==> src/rtl/multicycle_ctrl.sv <==
// multicycle_ctrl: main FSM controller for the multicycle RV32I core.
// Sequences fetch/decode/execute/memory/writeback over a shared ALU,
// memory port and immediate extender, with a mem_req/mem_ready handshake.
// Optional feature macro: MULTICYCLE_CTRL_TRAP_EN (adds TRAP state and
// the illegal_instr output).
module multicycle_ctrl #(
   parameter logic [3:0] RESET_STATE_ENC = 4'd0
) (
   input  logic       clk,
   input  logic       rst,
   input  logic [6:0] op,
   input  logic [2:0] funct3,
   input  logic       funct7b5,
   input  logic       zero,
   input  logic       mem_ready,
   output logic       mem_req,
   output logic       mem_write,
   output logic       adr_src,
   output logic       ir_write,
   output logic       pc_write,
   output logic       reg_write,
   output logic [1:0] alu_src_a,
   output logic [1:0] alu_src_b,
   output logic [1:0] result_src,
   output logic [2:0] alu_control,
   output logic [1:0] imm_src
`ifdef MULTICYCLE_CTRL_TRAP_EN
  ,output logic       illegal_instr
`endif
);

   localparam logic [6:0] OP_LOAD  = 7'b0000011;
   localparam logic [6:0] OP_STORE = 7'b0100011;
   localparam logic [6:0] OP_R     = 7'b0110011;
   localparam logic [6:0] OP_I     = 7'b0010011;
   localparam logic [6:0] OP_BR    = 7'b1100011;
   localparam logic [6:0] OP_JAL   = 7'b1101111;

   typedef enum logic [3:0] {
      S_FETCH    = 4'd0,
      S_DECODE   = 4'd1,
      S_MEMADR   = 4'd2,
      S_MEMREAD  = 4'd3,
      S_MEMWB    = 4'd4,
      S_MEMWRITE = 4'd5,
      S_EXECR    = 4'd6,
      S_EXECI    = 4'd7,
      S_ALUWB    = 4'd8,
      S_BRANCH   = 4'd9,
      S_JAL      = 4'd10
`ifdef MULTICYCLE_CTRL_TRAP_EN
     ,S_TRAP     = 4'd11
`endif
   } state_t;

   state_t state_q, state_d;

   // Raw (ungated) control values; everything is forced low while rst is high.
   logic       req_c, wr_c, adr_c, irw_c, pcw_c, rw_c, ill_c;
   logic [1:0] sa_c, sb_c, rs_c, alu_op_c, imm_c;
   logic [2:0] ac_c;
   logic       f3_ok;

   // Only these funct3 codes have a real ALU operation behind them.
   assign f3_ok = (funct3 == 3'b000) || (funct3 == 3'b010) ||
                  (funct3 == 3'b110) || (funct3 == 3'b111);

   // State register, reset lands on the FETCH encoding.
   always_ff @(posedge clk or posedge rst) begin
      if (rst) state_q <= state_t'(RESET_STATE_ENC);
      else     state_q <= state_d;
   end

   // Next-state and Moore outputs; pc/ir strobes in FETCH and pc_write in
   // BRANCH are the only input-qualified outputs.
   always_comb begin
      state_d  = state_q;
      req_c    = 1'b0;
      wr_c     = 1'b0;
      adr_c    = 1'b0;
      irw_c    = 1'b0;
      pcw_c    = 1'b0;
      rw_c     = 1'b0;
      ill_c    = 1'b0;
      sa_c     = 2'b00;
      sb_c     = 2'b00;
      rs_c     = 2'b00;
      alu_op_c = 2'b00;
      case (state_q)
         S_FETCH: begin
            req_c = 1'b1;
            sb_c  = 2'b10;
            rs_c  = 2'b10;
            if (mem_ready) begin
               irw_c   = 1'b1;
               pcw_c   = 1'b1;
               state_d = S_DECODE;
            end
         end
         S_DECODE: begin
            sa_c = 2'b01;
            sb_c = 2'b01;
            case (op)
               OP_LOAD, OP_STORE: state_d = S_MEMADR;
               OP_R:              state_d = S_EXECR;
               OP_I:              state_d = S_EXECI;
               OP_BR:             state_d = S_BRANCH;
               OP_JAL:            state_d = S_JAL;
`ifdef MULTICYCLE_CTRL_TRAP_EN
               default:           state_d = S_TRAP;
`else
               default:           state_d = S_FETCH;
`endif
            endcase
         end
         S_MEMADR: begin
            sa_c    = 2'b10;
            sb_c    = 2'b01;
            state_d = op[5] ? S_MEMWRITE : S_MEMREAD;
         end
         S_MEMREAD: begin
            req_c = 1'b1;
            adr_c = 1'b1;
            if (mem_ready) state_d = S_MEMWB;
         end
         S_MEMWB: begin
            rs_c    = 2'b01;
            rw_c    = 1'b1;
            state_d = S_FETCH;
         end
         S_MEMWRITE: begin
            req_c = 1'b1;
            wr_c  = 1'b1;
            adr_c = 1'b1;
            if (mem_ready) state_d = S_FETCH;
         end
         S_EXECR, S_EXECI: begin
            sa_c     = 2'b10;
            sb_c     = (state_q == S_EXECI) ? 2'b01 : 2'b00;
            alu_op_c = 2'b10;
`ifdef MULTICYCLE_CTRL_TRAP_EN
            state_d  = f3_ok ? S_ALUWB : S_TRAP;
`else
            state_d  = S_ALUWB;
`endif
         end
         S_ALUWB: begin
            rw_c    = 1'b1;
            state_d = S_FETCH;
         end
         S_BRANCH: begin
            sa_c     = 2'b10;
            alu_op_c = 2'b01;
            // beq takes on zero, bne on !zero; other compares never taken
            pcw_c    = (funct3[2:1] == 2'b00) && (zero ^ funct3[0]);
            state_d  = S_FETCH;
         end
         S_JAL: begin
            sa_c    = 2'b01;
            sb_c    = 2'b10;
            pcw_c   = 1'b1;
            state_d = S_ALUWB;
         end
`ifdef MULTICYCLE_CTRL_TRAP_EN
         S_TRAP: begin
            ill_c   = 1'b1;
            state_d = S_TRAP;
         end
`endif
         default: state_d = S_FETCH;
      endcase
   end

   // ALU decoder: alu_op selects add/sub directly or defers to funct3.
   always_comb begin
      ac_c = 3'b000;
      case (alu_op_c)
         2'b01: ac_c = 3'b001;
         2'b10: begin
            case (funct3)
               3'b000:  ac_c = (op[5] & funct7b5) ? 3'b001 : 3'b000;
               3'b010:  ac_c = 3'b101;
               3'b110:  ac_c = 3'b011;
               3'b111:  ac_c = 3'b010;
               default: ac_c = 3'b000;
            endcase
         end
         default: ac_c = 3'b000;
      endcase
   end

   // Immediate format select, purely from the opcode.
   always_comb begin
      case (op)
         OP_STORE: imm_c = 2'b01;
         OP_BR:    imm_c = 2'b10;
         OP_JAL:   imm_c = 2'b11;
         default:  imm_c = 2'b00;
      endcase
   end

   // Gate every output with !rst so a reset mid-access drops the bus at once.
   always_comb begin
      mem_req     = req_c & ~rst;
      mem_write   = wr_c  & ~rst;
      adr_src     = adr_c & ~rst;
      ir_write    = irw_c & ~rst;
      pc_write    = pcw_c & ~rst;
      reg_write   = rw_c  & ~rst;
      alu_src_a   = rst ? 2'b00  : sa_c;
      alu_src_b   = rst ? 2'b00  : sb_c;
      result_src  = rst ? 2'b00  : rs_c;
      alu_control = rst ? 3'b000 : ac_c;
      imm_src     = rst ? 2'b00  : imm_c;
   end

`ifdef MULTICYCLE_CTRL_TRAP_EN
   assign illegal_instr = ill_c & ~rst;
`else
   // ill_c and f3_ok only matter to the trap logic.
   logic unused_trap;
   assign unused_trap = ill_c ^ f3_ok;
`endif

endmodule

==> config.mk <==
export PLATFORM = sky130hd
export DESIGN_NAME = multicycle_ctrl
export DESIGN_NICKNAME = d
export VERILOG_FILES = /design/src/rtl/multicycle_ctrl.sv
export SDC_FILE = /design/constraint.sdc
export NUM_CORES = 1
export LEC_CHECK = 0
export ABC_CLOCK_PERIOD_IN_PS = 4000
export CORE_ASPECT_RATIO = 0.9
export CORE_MARGIN = 2
export CORE_UTILIZATION = 44
export DETAILED_ROUTE_END_ITERATION = 12
export PLACE_DENSITY = 0.85
export REMOVE_ABC_BUFFERS = 1
export SKIP_LAST_GASP = 1
export SLEW_MARGIN = 40
export SYNTH_ARGS = -nofsm -noshare
export SYNTH_HDL_FRONTEND = slang
export SYNTH_SLANG_ARGS = --single-unit
==> constraint.sdc <==
create_clock -name clk -period 4 [get_ports clk]
set_input_delay 0.4 -clock clk [delete_from_list [all_inputs] [get_ports clk]]
set_output_delay 0.4 -clock clk [all_outputs]
set_load 0.1 [all_outputs]
# After elaboration in Yosys (flattened, before gate mapping)
# Index checks and enable logic that the tools add are counted.
dict set report classes {
  muxes 27
  n_eq_ne 24
  n_reduce_logical 15
  bitwise 9
}
# operator count
set ops {}
lappend ops {{$pmux W4 S6} 1}
lappend ops {{$pmux W4 S5} 1}
lappend ops {{$eq A4 B3 Y1 const B} 4}
lappend ops {{$eq A7 B6 Y1 const B} 2}
lappend ops {{$eq A7 B7 Y1 const B} 2}
lappend ops {{$reduce_or A2 Y1} 7}
lappend ops {{$eq A4 B4 Y1 const B} 3}
lappend ops {{$mux W4} 3}
lappend ops {{$pmux W2 S2} 3}
lappend ops {{$pmux W2 S3} 2}
lappend ops {{$pmux W3 S4} 1}
lappend ops {{$eq A4 B2 Y1 const B} 2}
lappend ops {{$mux W1} 8}
lappend ops {{$mux W2} 4}
lappend ops {{$and A1 B1 Y1} 7}
lappend ops {{$eq A7 B2 Y1 const B} 1}
lappend ops {{$eq A7 B5 Y1 const B} 1}
lappend ops {{$eq A3 B3 Y1 const B} 2}
lappend ops {{$mux W3} 2}
lappend ops {{$ne A2 B2 Y1 const B} 3}
lappend ops {{$pmux W3 S2} 1}
lappend ops {{$reduce_or A3 Y1} 2}
lappend ops {{$eq A4 B1 Y1 const B} 1}
lappend ops {{$logic_not A4 Y1} 1}
lappend ops {{other kinds (11)} 11}
dict set report totals {
  output_inout_bits 17
  reg_bits 4
  in_bits 15
  word_cells 76
}

# Longest topological paths before layout
# Gate-level depths: netlist (run 1).
dict set report depth {
  depth_word 6
  ltp_mapped 7
  depth_no_buf 6
}

# Worst setup path before layout (run 1)
# No wires, ideal clock.
dict set report synth_timing {
  path_type {flip-flop to output port}
  startpoint {reg state_q[3]}
  endpoint {out ir_write}
  required_ns 3.600
  setup_slack_ns -0.843
  arrival_ns 4.443
  path_buffers 0
  stages_incl_launch_ff 4
  path_cell_list {dfrtp_1 or2_2 nor4_1 and2_2}
}
dict set report synth_via {
  elab_chain_cells 3
}
# item line
set synth_lines {}
lappend synth_lines {{start, declared} 56} ;# state_t state_q, state_d;
lappend synth_lines {{start signal, assigned} 70} ;# if (rst) state_q <= state_t'(RESET_STATE_ENC);
lappend synth_lines {{start signal, assigned} 71} ;# else state_q <= state_d;
lappend synth_lines {{$logic_not A4 Y1} 89} ;# case (state_q)
lappend synth_lines {{$mux W1} 89}
lappend synth_lines {{$and A1 B1 Y1} 207} ;# ir_write = irw_c & ~rst;
lappend synth_lines {{end, declared} 19} ;# output logic ir_write,
# No other way between the ends.

# Worst setup path after layout (run 1)
dict set report layout_timing {
  startpoint {reg state_q[1]}
  endpoint {out alu_control[0]}
}
dict set report layout_via {
  elab_chain_cells 6
  elab_cells_between_ends 9
}
# item line
set layout_lines {}
lappend layout_lines {{$eq A4 B3 Y1} 89}
lappend layout_lines {{$reduce_or A2 Y1} --}
lappend layout_lines {{$pmux W2 S2 (*)} 89}
lappend layout_lines {{$eq A2 B2 Y1 or $eq A2 B1 Y1 (tied branches)} 177} ;# case (alu_op_c)
lappend layout_lines {{$pmux W3 S2 (*)} 177}
lappend layout_lines {{$mux W3 (*)} 213} ;# alu_control = rst ? 3'b000 : ac_c;
lappend layout_lines {{end, declared} 25} ;# output logic [2:0] alu_control,
# Every way passes the cells marked *; elsewhere a longest branch is shown, timed or not.

==> results of run 1 <==
## cell usage after synthesis (2+ instances only)
library cell               number
sky130_fd_sc_hd__a211oi_1       2
sky130_fd_sc_hd__a21o_1         2
sky130_fd_sc_hd__a21oi_1        6
sky130_fd_sc_hd__and2_1         2
sky130_fd_sc_hd__and3b_1        4
sky130_fd_sc_hd__and4_1         2
sky130_fd_sc_hd__clkbuf_8       5
sky130_fd_sc_hd__dfrtp_1        4
sky130_fd_sc_hd__ha_1           2
sky130_fd_sc_hd__inv_1          6
sky130_fd_sc_hd__nand2_1        5
sky130_fd_sc_hd__nand2b_1       3
sky130_fd_sc_hd__nand3b_1       2
sky130_fd_sc_hd__nand4_1        2
sky130_fd_sc_hd__nor2_1         7
sky130_fd_sc_hd__nor2b_1        2
sky130_fd_sc_hd__nor3_1         5
sky130_fd_sc_hd__nor4_1         3
sky130_fd_sc_hd__o21ai_0        5
sky130_fd_sc_hd__o22ai_1        2
sky130_fd_sc_hd__xnor2_1        2
## power breakdown
part / leakage [µW] / total (µW) / internal (µW) / switching, µW
sequential: 0.0000545 / 49.7 / 42.3 / 7.49
combinational: 0.000332 / 117 / 38.5 / 78.3
clock: 0.0000138 / 49.1 / 33.5 / 15.6
total: 0.000400 / 216 / 114 / 101
## cell type report
class	count	area [µm²]	area share
multi-input cells	77	512	0.537
repair buffers	31	268	0.281
inverters	6	22.5	0.0237
flip-flops and latches	4	100	0.105
well taps	22	27.5	0.0289
clock buffers	3	22.5	0.0237
## cell families after synthesis
kind of cell,synth area share
mux,0.0139
flops,0.139
xor+xnor,0.0365
fa+ha+maj,0.0348
simple gates,0.390
buf+inv,0.150
compound gates,0.237
## per-layer routing
metal,vias to the layer above,global-route usage,share of wire
met3,4,0.0388,0.067
met1,370,0.247,0.44
li1,397,-,-
met2,31,0.306,0.48
met5,-,0,0
met4,0,0.0667,0.0098
## metrics by stage
| stage | setup slack, ns | instance area [µm²] | hold WS [ns] | power (µW) |
|---|---|---|---|---|
| after floorplan | -0.963 | 634 | 0.177 | 130 |
| after global placement | 1.51 | 930 | 0.740 | 166 |
| after detailed placement | 1.44 | 930 | 0.750 | 167 |
| after global routing | 1.05 | 952 | 0.716 | 227 |
| after CTS | 1.24 | 952 | 0.687 | 218 |
| final | 1.24 | 952 | 0.707 | 216 |
## path summary, 6_finish.rpt
check | start | cells past startpoint | to
setup reg to reg | state_q[0] | 3 | state_q[2]
max in group asynchronous | rst | 2 | state_q[3]
hold / removal | rst | 2 | state_q[2]
setup / recovery | state_q[1] | 7 | alu_control[0]
hold reg to reg | state_q[3] | 1 | state_q[0]
min in group clk | state_q[3] | 1 | state_q[0]
==> metrics, run 1 <==
share of Yosys cell area claimed by the top area cell type 0.139; detailed-route DRC error count 0; Setup Total Neg Slack 0 ns; cell class contributing the biggest share of worst-path delay simple AND/OR/NAND/NOR gates; cells after synthesis 94; Hold Violations, Final 0; final design utilization 0.636; startpoint kind of the worst setup timing path flip-flop; Final min period 2.76 ns; CP endpoint kind output pin; Max Fanout on Critical Path 15; die boundary height 42.4 µm; combined buffer and inverter count along the critical path 1; Starting Density 0.481; count of distinct cell types in the synthesized netlist 42; post-synthesis sequential element count 4; final cell count without fillers 143; antenna cells 0; GRT Residual Overflow 0; Detail Placement HPWL 1410 µm; CTS tree built; slew at the pin closest to its max-slew limit 0.572 ns; PostCTS Resize Cnt 0; post-CTS setup-driven buffer insertion count 0; commonest non-fill, non-tap cell in the layout sky130_fd_sc_hd__buf_4; Required @ worst endpoint 3.60 ns; Placed Instances 140; post-detailed-route wirelength per cell 12.8 µm; final cycle utilization of the critical path 0.691; setup repair after global routing missed its margin no; peak supply drop 0.110 mV; final routed wirelength across all metal layers 1840 µm; Async S/R FF share, synth 1.00; gpl congestion 0.863; Clock Path Buffers 2; first-pass GRT wire length 2790 µm; Clk Tree Root Cell sky130_fd_sc_hd__clkbuf_4; net count reported at finish 140; via count of the routed design 802; cells traversed along the worst timing path nor2b_1 > and2_1 > ha_1 > nor2b_1 > o21ai_0 > a211oi_1 > buf_4; cell taking the most area after synthesis sky130_fd_sc_hd__dfrtp_1; buffers added on ports 31; hold crit path type in2async; fraction of the yosys area taken by sequential cells 0.139; power density normalized to cell area 226 nW/µm²; top library cells by usage in the layout, fill and taps aside 17 x sky130_fd_sc_hd__buf_4, 14 x sky130_fd_sc_hd__clkdlybuf4s50_1, 7 x sky130_fd_sc_hd__nor2_1; number of enable-type register cells in the synthesized netlist 0; number of nets with antenna violations after detailed routing 0; delay contributed by the slowest stage of the critical path 0.60 ns; clock buffers created by TritonCTS 3; setup slack of the worst register-to-register path 2.55 ns; number of flip-flops under the largest register name 4; number of filler instances in the final layout 143; top-level I/O count 32; worst clock skew on the final layout 0.00661 ns; Worst Path Arrival 2.36 ns; most repeated library cell on the critical path sky130_fd_sc_hd__nor2b_1; number of maximum-capacitance constraint violations 0; post-DR vias/cell 5.61; Horiz. Die Dim 46.6 µm; placeable core region 1500 µm²; flip-flop cell with the highest count after synthesis sky130_fd_sc_hd__dfrtp_1; source-to-sink clock delay at the later pin of the worst-skew pair 0.23 ns; fraction of layout instances using a drive strength above 1 0.215; total routing resource utilization after global routing 0.190; leading post-synthesis cells by cell area sky130_fd_sc_hd__dfrtp_1 14%, sky130_fd_sc_hd__clkbuf_8 9.6%, sky130_fd_sc_hd__and3b_1 4.9%, sky130_fd_sc_hd__a21oi_1 4.2%, sky130_fd_sc_hd__nor2_1 3.7%; level count of the clock H-tree 1; result of the run complete, no violations; Hold Buf Count CTS 0; per-instance average area after synthesis 7.65 µm²; die area 1980 µm²; Biggest register state_q; clock-pin slew reported for the worst setup and hold paths after clock tree synthesis 0.04 ns; synth warn 0; via count of the first global-routing pass 688; initial antenna violation count 0; slew margin rel. 0.619; maximum clock rate 0.362 GHz; Std-Cell Rows 13; count of final max-slew check failures 0; pin count of the biggest net entering global routing 21; Synth Cell Area 719 µm²; Setup CP Type reg2out; P_leak 0.000400 µW; slowest stage cell, crit path sky130_fd_sc_hd__dfrtp_1; number of setup violations in the final report 0; biggest registers after layout state_q x4; # clock sinks 4; Pre-Repair DR Iteration Count 4; area growth from synthesis to final layout 32.3%; 1st-iter DRT viols 26
Note: power is estimated with default switching activity, not from simulation.
==> run 2, diff against run 1 <==
ABC_CLOCK_PERIOD_IN_PS = 2800   (was 4000)
CORE_UTILIZATION = 41   (was 44)
PLACE_DENSITY = 0.8   (was 0.85)
clock period = 2.8 ns   (was 4 ns; I/O delays follow)
==> run 2 against run 1 <==
Against the previous run:
- total power increased by 51%
- non-clock buffer count increased by 2
- clock skew decreased by 0.0044 ns
- sequential power increased by 41%
- count of clock-buffer cells in the layout unchanged
- first-iteration DRC count decreased by 46%
- global-route usage increased by 0.52 points
- flip-flop and latch count unchanged
- die area increased by 6.6%
- worst hold slack got worse by 0.25 ns
- clock power increased by 41%
- critical endpoint unchanged
- largest cell class unchanged
==> metrics, run 2 (synthesized netlist as in run 1, its figures left out) <==
P_leak 0.000436 µW (was 0.000400 µW); Starting Density 0.432 (was 0.481); post-DR vias/cell 5.43 (was 5.61); biggest registers after layout state_q x4 (unchanged); worst clock skew on the final layout 0.00221 ns (was 0.00661 ns); Clk Tree Root Cell sky130_fd_sc_hd__clkbuf_4 (unchanged); fraction of layout instances using a drive strength above 1 0.236 (was 0.215); Setup CP Type reg2out (unchanged); maximum clock rate 0.389 GHz; die area 2110 µm² (was 1980 µm²); initial antenna violation count 0 (unchanged); Clock Path Buffers 2 (unchanged); result of the run complete, no violations (unchanged); Biggest register state_q (unchanged); buffers added on ports 31 (unchanged); via count of the first global-routing pass 720 (was 688); final design utilization 0.651 (was 0.636); slew at the pin closest to its max-slew limit 0.570 ns (was 0.572 ns); number of maximum-capacitance constraint violations 0 (unchanged); slew margin rel. 0.616 (was 0.619); Hold Violations, Final 0 (unchanged); placeable core region 1660 µm² (was 1500 µm²); net count reported at finish 142 (was 140); PostCTS Resize Cnt 0 (unchanged); number of filler instances in the final layout 150 (was 143); first-pass GRT wire length 3020 µm (was 2790 µm); Pre-Repair DR Iteration Count 4 (unchanged); startpoint kind of the worst setup timing path flip-flop (unchanged); post-detailed-route wirelength per cell 13.2 µm (was 12.8 µm); peak supply drop 0.267 mV (was 0.110 mV); Int Pwr 177 µW (was 114 µW); antenna cells 0 (unchanged); source-to-sink clock delay at the later pin of the worst-skew pair 0.23 ns (about the same); die boundary height 43.7 µm (was 42.4 µm); combinational share of power 0.572 (was 0.542); total routing resource utilization after global routing 0.196 (was 0.190); level count of the clock H-tree 1 (unchanged); Horiz. Die Dim 48.2 µm (was 46.6 µm); Final min period 2.57 ns; switching power share of the total 0.456 (was 0.470); power density normalized to cell area 301 nW/µm² (was 226 nW/µm²); Max Fanout on Critical Path 18 (was 15); top library cells by usage in the layout, fill and taps aside 14 x sky130_fd_sc_hd__clkdlybuf4s50_1, 10 x sky130_fd_sc_hd__buf_4, 9 x sky130_fd_sc_hd__buf_12 (was 17 x sky130_fd_sc_hd__buf_4, 14 x sky130_fd_sc_hd__clkdlybuf4s50_1, 7 x sky130_fd_sc_hd__nor2_1); via count of the routed design 798 (was 802); clock buffers created by TritonCTS 3 (unchanged); Required @ worst endpoint 2.52 ns (was 3.60 ns); final routed wirelength across all metal layers 1930 µm (was 1840 µm); setup ws final 0.230 ns (was 1.24 ns); Detail Placement HPWL 1490 µm (was 1410 µm); number of setup violations in the final report 0 (unchanged); final cycle utilization of the critical path 0.918; Worst Path Arrival 2.29 ns (was 2.36 ns); commonest non-fill, non-tap cell in the layout sky130_fd_sc_hd__clkdlybuf4s50_1 (was sky130_fd_sc_hd__buf_4); sequential fraction of design power 0.215 (was 0.231); detailed-route DRC error count 0 (unchanged); clock group share of total power 0.212 (was 0.228); pin count of the biggest net entering global routing 19 (was 21); gpl congestion 0.869 (was 0.863); CTS tree built (unchanged); final-layout worst hold slack 0.458 ns (was 0.707 ns); Std-Cell Rows 14 (was 13); Hold Buf Count CTS 0 (unchanged); clock-pin slew reported for the worst setup and hold paths after clock tree synthesis 0.04 ns (about the same); GRT Residual Overflow 0 (unchanged); 1st-iter DRT viols 14 (was 26); setup slack after placement 0.441 ns (was 1.44 ns); area growth from synthesis to final layout 50.6% (was 32.3%); number of flip-flops under the largest register name 4 (unchanged); post-CTS setup-driven buffer insertion count 0 (unchanged); number of nets with antenna violations after detailed routing 0 (unchanged); count of final max-slew check failures 0 (unchanged); top-level I/O count 32 (unchanged); # clock sinks 4 (unchanged); switching component of the power 149 µW (was 101 µW); setup repair after global routing missed its margin no (unchanged); hold crit path type in2async (unchanged); CP endpoint kind output pin (unchanged)
run 2: path summary, 6_finish.rpt:
| path | cells past startpoint | end | start | slack [ns] |
|---|---|---|---|---|
| min | 3 | state_q[0] | rst | 0.46 |
| min reg2reg | 3 | state_q[2] | state_q[1] | 0.79 |
| max reg2reg | 3 | state_q[2] | state_q[0] | 1.36 |
| min in group clk | 3 | state_q[2] | op[4] | 0.73 |
| max in group asynchronous | 3 | state_q[1] | rst | 2.16 |
| max | 7 | alu_control[0] | state_q[0] | 0.23 |
run 2: area by class of cell:
type | instances | area (µm²) | area share
inverters | 6 | 22.5 | 0.0208
clock buffers | 3 | 22.5 | 0.0208
repair buffers | 33 | 395 | 0.365
well taps | 24 | 30.0 | 0.0277
multi-input cells | 77 | 512 | 0.472
flip-flops and latches | 4 | 101 | 0.0935
run 2: power groups by stage:
| stage | sequential (µW) | combinational (µW) | clock, µW |
|---|---|---|---|
| 2_1_floorplan | 68.5 | 118 | 0 |
| 3_3_place_gp | 70.2 | 184 | 0 |
| 3_5_place_dp | 70.6 | 186 | 0 |
| 4_1_cts | 69.8 | 187 | 71.9 |
| 5_1_grt | 71.0 | 195 | 79.7 |
| 6_report | 70.2 | 187 | 69.2 |
run 2: layer usage:
layer	GRT usage	vias to the layer above	share of wire
met1	0.270	365	0.46
li1	-	402	-
met3	0.0292	4	0.053
met2	0.308	27	0.48
met5	0	-	0
met4	0.0595	0	0.010
run 2: through the flow:
stage          cell area (µm²)  power (µW)  instances  setup TNS (ns)
6_report                  1080         326        147               0
5_1_grt                   1080         346        147               0
4_1_cts                   1080         329        147               0
3_5_place_dp              1060         256        144               0
3_3_place_gp              1060         254        144               0
2_1_floorplan              634         186         87           -8.66
run 2: critical path, cell delays in order, from the launching register on:
cell and delay, ns:
sky130_fd_sc_hd__dfrtp_1 0.55, sky130_fd_sc_hd__and2b_2 0.33, sky130_fd_sc_hd__nand3b_1 0.13, sky130_fd_sc_hd__ha_1 0.17
sky130_fd_sc_hd__nor2b_1 0.15, sky130_fd_sc_hd__o21ai_0 0.10, sky130_fd_sc_hd__a211oi_1 0.38, sky130_fd_sc_hd__buf_12 0.23
==> run 3, diff against run 2 <==
GPL_ROUTABILITY_DRIVEN = 0   (was unset)
PLACE_DENSITY = 0.82   (was 0.8)
==> run 3 against run 2 <==
Against the previous run:
- critical endpoint unchanged
- register-to-register slack better by 0.03 ns
- die area stayed put
- final cell count stayed put
- worst hold slack hardly changed
- combinational power hardly changed
- sequential power hardly changed
==> metrics, run 3 (synthesized netlist as in run 1, its figures left out) <==
result of the run complete, no violations (unchanged); startpoint kind of the worst setup timing path flip-flop (unchanged); peak supply drop 0.251 mV (was 0.267 mV); setup repair after global routing missed its margin no (unchanged); level count of the clock H-tree 1 (unchanged); PostCTS Resize Cnt 0 (unchanged); top library cells by usage in the layout, fill and taps aside 14 x sky130_fd_sc_hd__clkdlybuf4s50_1, 10 x sky130_fd_sc_hd__buf_4, 9 x sky130_fd_sc_hd__buf_12 (unchanged); setup ws final 0.173 ns (was 0.230 ns); Hold Buf Count CTS 0 (unchanged); buffers added on ports 31 (unchanged); Clk Tree Root Cell sky130_fd_sc_hd__clkbuf_4 (unchanged); die area 2110 µm² (unchanged); source-to-sink clock delay at the later pin of the worst-skew pair 0.24 ns (was 0.23 ns); Pre-Repair DR Iteration Count 4 (unchanged); CTS tree built (unchanged); placeable core region 1660 µm² (unchanged); number of setup violations in the final report 0 (unchanged); power density normalized to cell area 305 nW/µm² (was 301 nW/µm²); antenna cells 0 (unchanged); area growth from synthesis to final layout 50.4% (was 50.6%); Setup CP Type reg2out (unchanged); 1st-iter DRT viols 17 (was 14); detailed-route DRC error count 0 (unchanged); number of nets with antenna violations after detailed routing 0 (unchanged); Hold Violations, Final 0 (unchanged); number of flip-flops under the largest register name 4 (unchanged); # clock sinks 4 (unchanged); pin count of the biggest net entering global routing 19 (unchanged); Clock Path Buffers 2 (unchanged); overall power of the completed layout 330 µW (was 326 µW); slew margin rel. 0.622 (was 0.616); post-detailed-placement cell area 1060 µm² (unchanged); Setup Total Neg Slack 0 ns (unchanged); maximum clock rate 0.381 GHz (was 0.389 GHz); fraction of layout instances using a drive strength above 1 0.228 (was 0.236); count of final max-slew check failures 0 (unchanged); Required @ worst endpoint 2.52 ns (about the same); final-layout worst hold slack 0.458 ns (about the same); first-pass GRT wire length 3170 µm (was 3020 µm); CP endpoint kind output pin (unchanged); Worst Path Arrival 2.35 ns (was 2.29 ns); clock-pin slew reported for the worst setup and hold paths after clock tree synthesis 0.04 ns (about the same); post-CTS setup-driven buffer insertion count 0 (unchanged); setup slack of the worst register-to-register path 1.39 ns (was 1.36 ns); net count reported at finish 142 (unchanged); worst clock skew on the final layout 0.00367 ns (was 0.00221 ns); Max Fanout on Critical Path 15 (was 18); slew at the pin closest to its max-slew limit 0.562 ns (was 0.570 ns); Biggest register state_q (unchanged); number of filler instances in the final layout 159 (was 150); setup slack after placement 0.417 ns (was 0.441 ns); P_leak 0.000438 µW (was 0.000436 µW); post-DR vias/cell 5.56 (was 5.43); initial antenna violation count 0 (unchanged); biggest registers after layout state_q x4 (unchanged); Std-Cell Rows 14 (unchanged); Detail Placement HPWL 1540 µm (was 1490 µm); post-detailed-route wirelength per cell 13.9 µm (was 13.2 µm); commonest non-fill, non-tap cell in the layout sky130_fd_sc_hd__clkdlybuf4s50_1 (unchanged); summed area of non-filler cells in the final layout 1080 µm² (about the same); total routing resource utilization after global routing 0.208 (was 0.196); Starting Density 0.432 (unchanged); final cycle utilization of the critical path 0.938 (was 0.918); Final min period 2.63 ns (was 2.57 ns); number of maximum-capacitance constraint violations 0 (unchanged); via count of the first global-routing pass 776 (was 720); hold crit path type in2async (unchanged); Horiz. Die Dim 48.2 µm (unchanged); GRT Residual Overflow 0 (unchanged); top-level I/O count 32 (unchanged); via count of the routed design 817 (was 798); die boundary height 43.7 µm (unchanged); final routed wirelength across all metal layers 2040 µm (was 1930 µm); clock buffers created by TritonCTS 3 (unchanged)
## run 3: cell count changes in the layout (fill, tap and decap cells not counted)
cell / before / now
sky130_fd_sc_hd__dfrtp_1: 3 / 4
sky130_fd_sc_hd__dfrtp_2: 1 / 0
## run 3: metrics by stage
| step | util | cells |
|---|---|---|
| after detailed placement | 0.637 | 144 |
| after floorplan | - | 87 |
| after CTS | 0.650 | 147 |
| after global routing | 0.650 | 147 |
| final | 0.650 | 147 |
| after global placement | 0.637 | 144 |
## run 3: layout make-up
type,instances,area [µm²],area share
clock buffers,3,22.5,0.0208
well taps,24,30.0,0.0277
multi-input cells,77,512,0.473
inverters,6,22.5,0.0208
repair buffers,33,395,0.365
flip-flops and latches,4,100,0.0925
## run 3: power by group
group	total, µW	internal, µW	switching, µW
clock	72.6	48.0	24.6
sequential	70.1	60.3	9.75
combinational	187	69.2	118
total	330	178	152
## run 3: final timing paths
path | cells past startpoint | end | start
worst max-delay path | 7 | alu_control[0] | state_q[1]
worst min-delay path | 3 | state_q[0] | rst
worst max register to register | 3 | state_q[2] | state_q[0]
worst min register to register | 1 | state_q[0] | state_q[3]
max in group asynchronous | 3 | state_q[3] | rst
min in group clk | 3 | state_q[2] | op[4]
## run 3: metal layers
layer,up-vias,routed length (µm),global-route usage
met5,-,0,0
met1,377,858,0.269
met4,0,23,0.103
met2,34,1050,0.337
li1,404,-,-
met3,2,107,0.0167
## run 3: worst max-delay path, stage by stage (launching register included)
cell,delay (ns)
sky130_fd_sc_hd__dfrtp_1,0.59
sky130_fd_sc_hd__nor2b_1,0.30
sky130_fd_sc_hd__and2_1,0.19
sky130_fd_sc_hd__ha_1,0.15
sky130_fd_sc_hd__nor2b_1,0.16
sky130_fd_sc_hd__o21ai_0,0.11
sky130_fd_sc_hd__a211oi_1,0.38
sky130_fd_sc_hd__buf_12,0.23
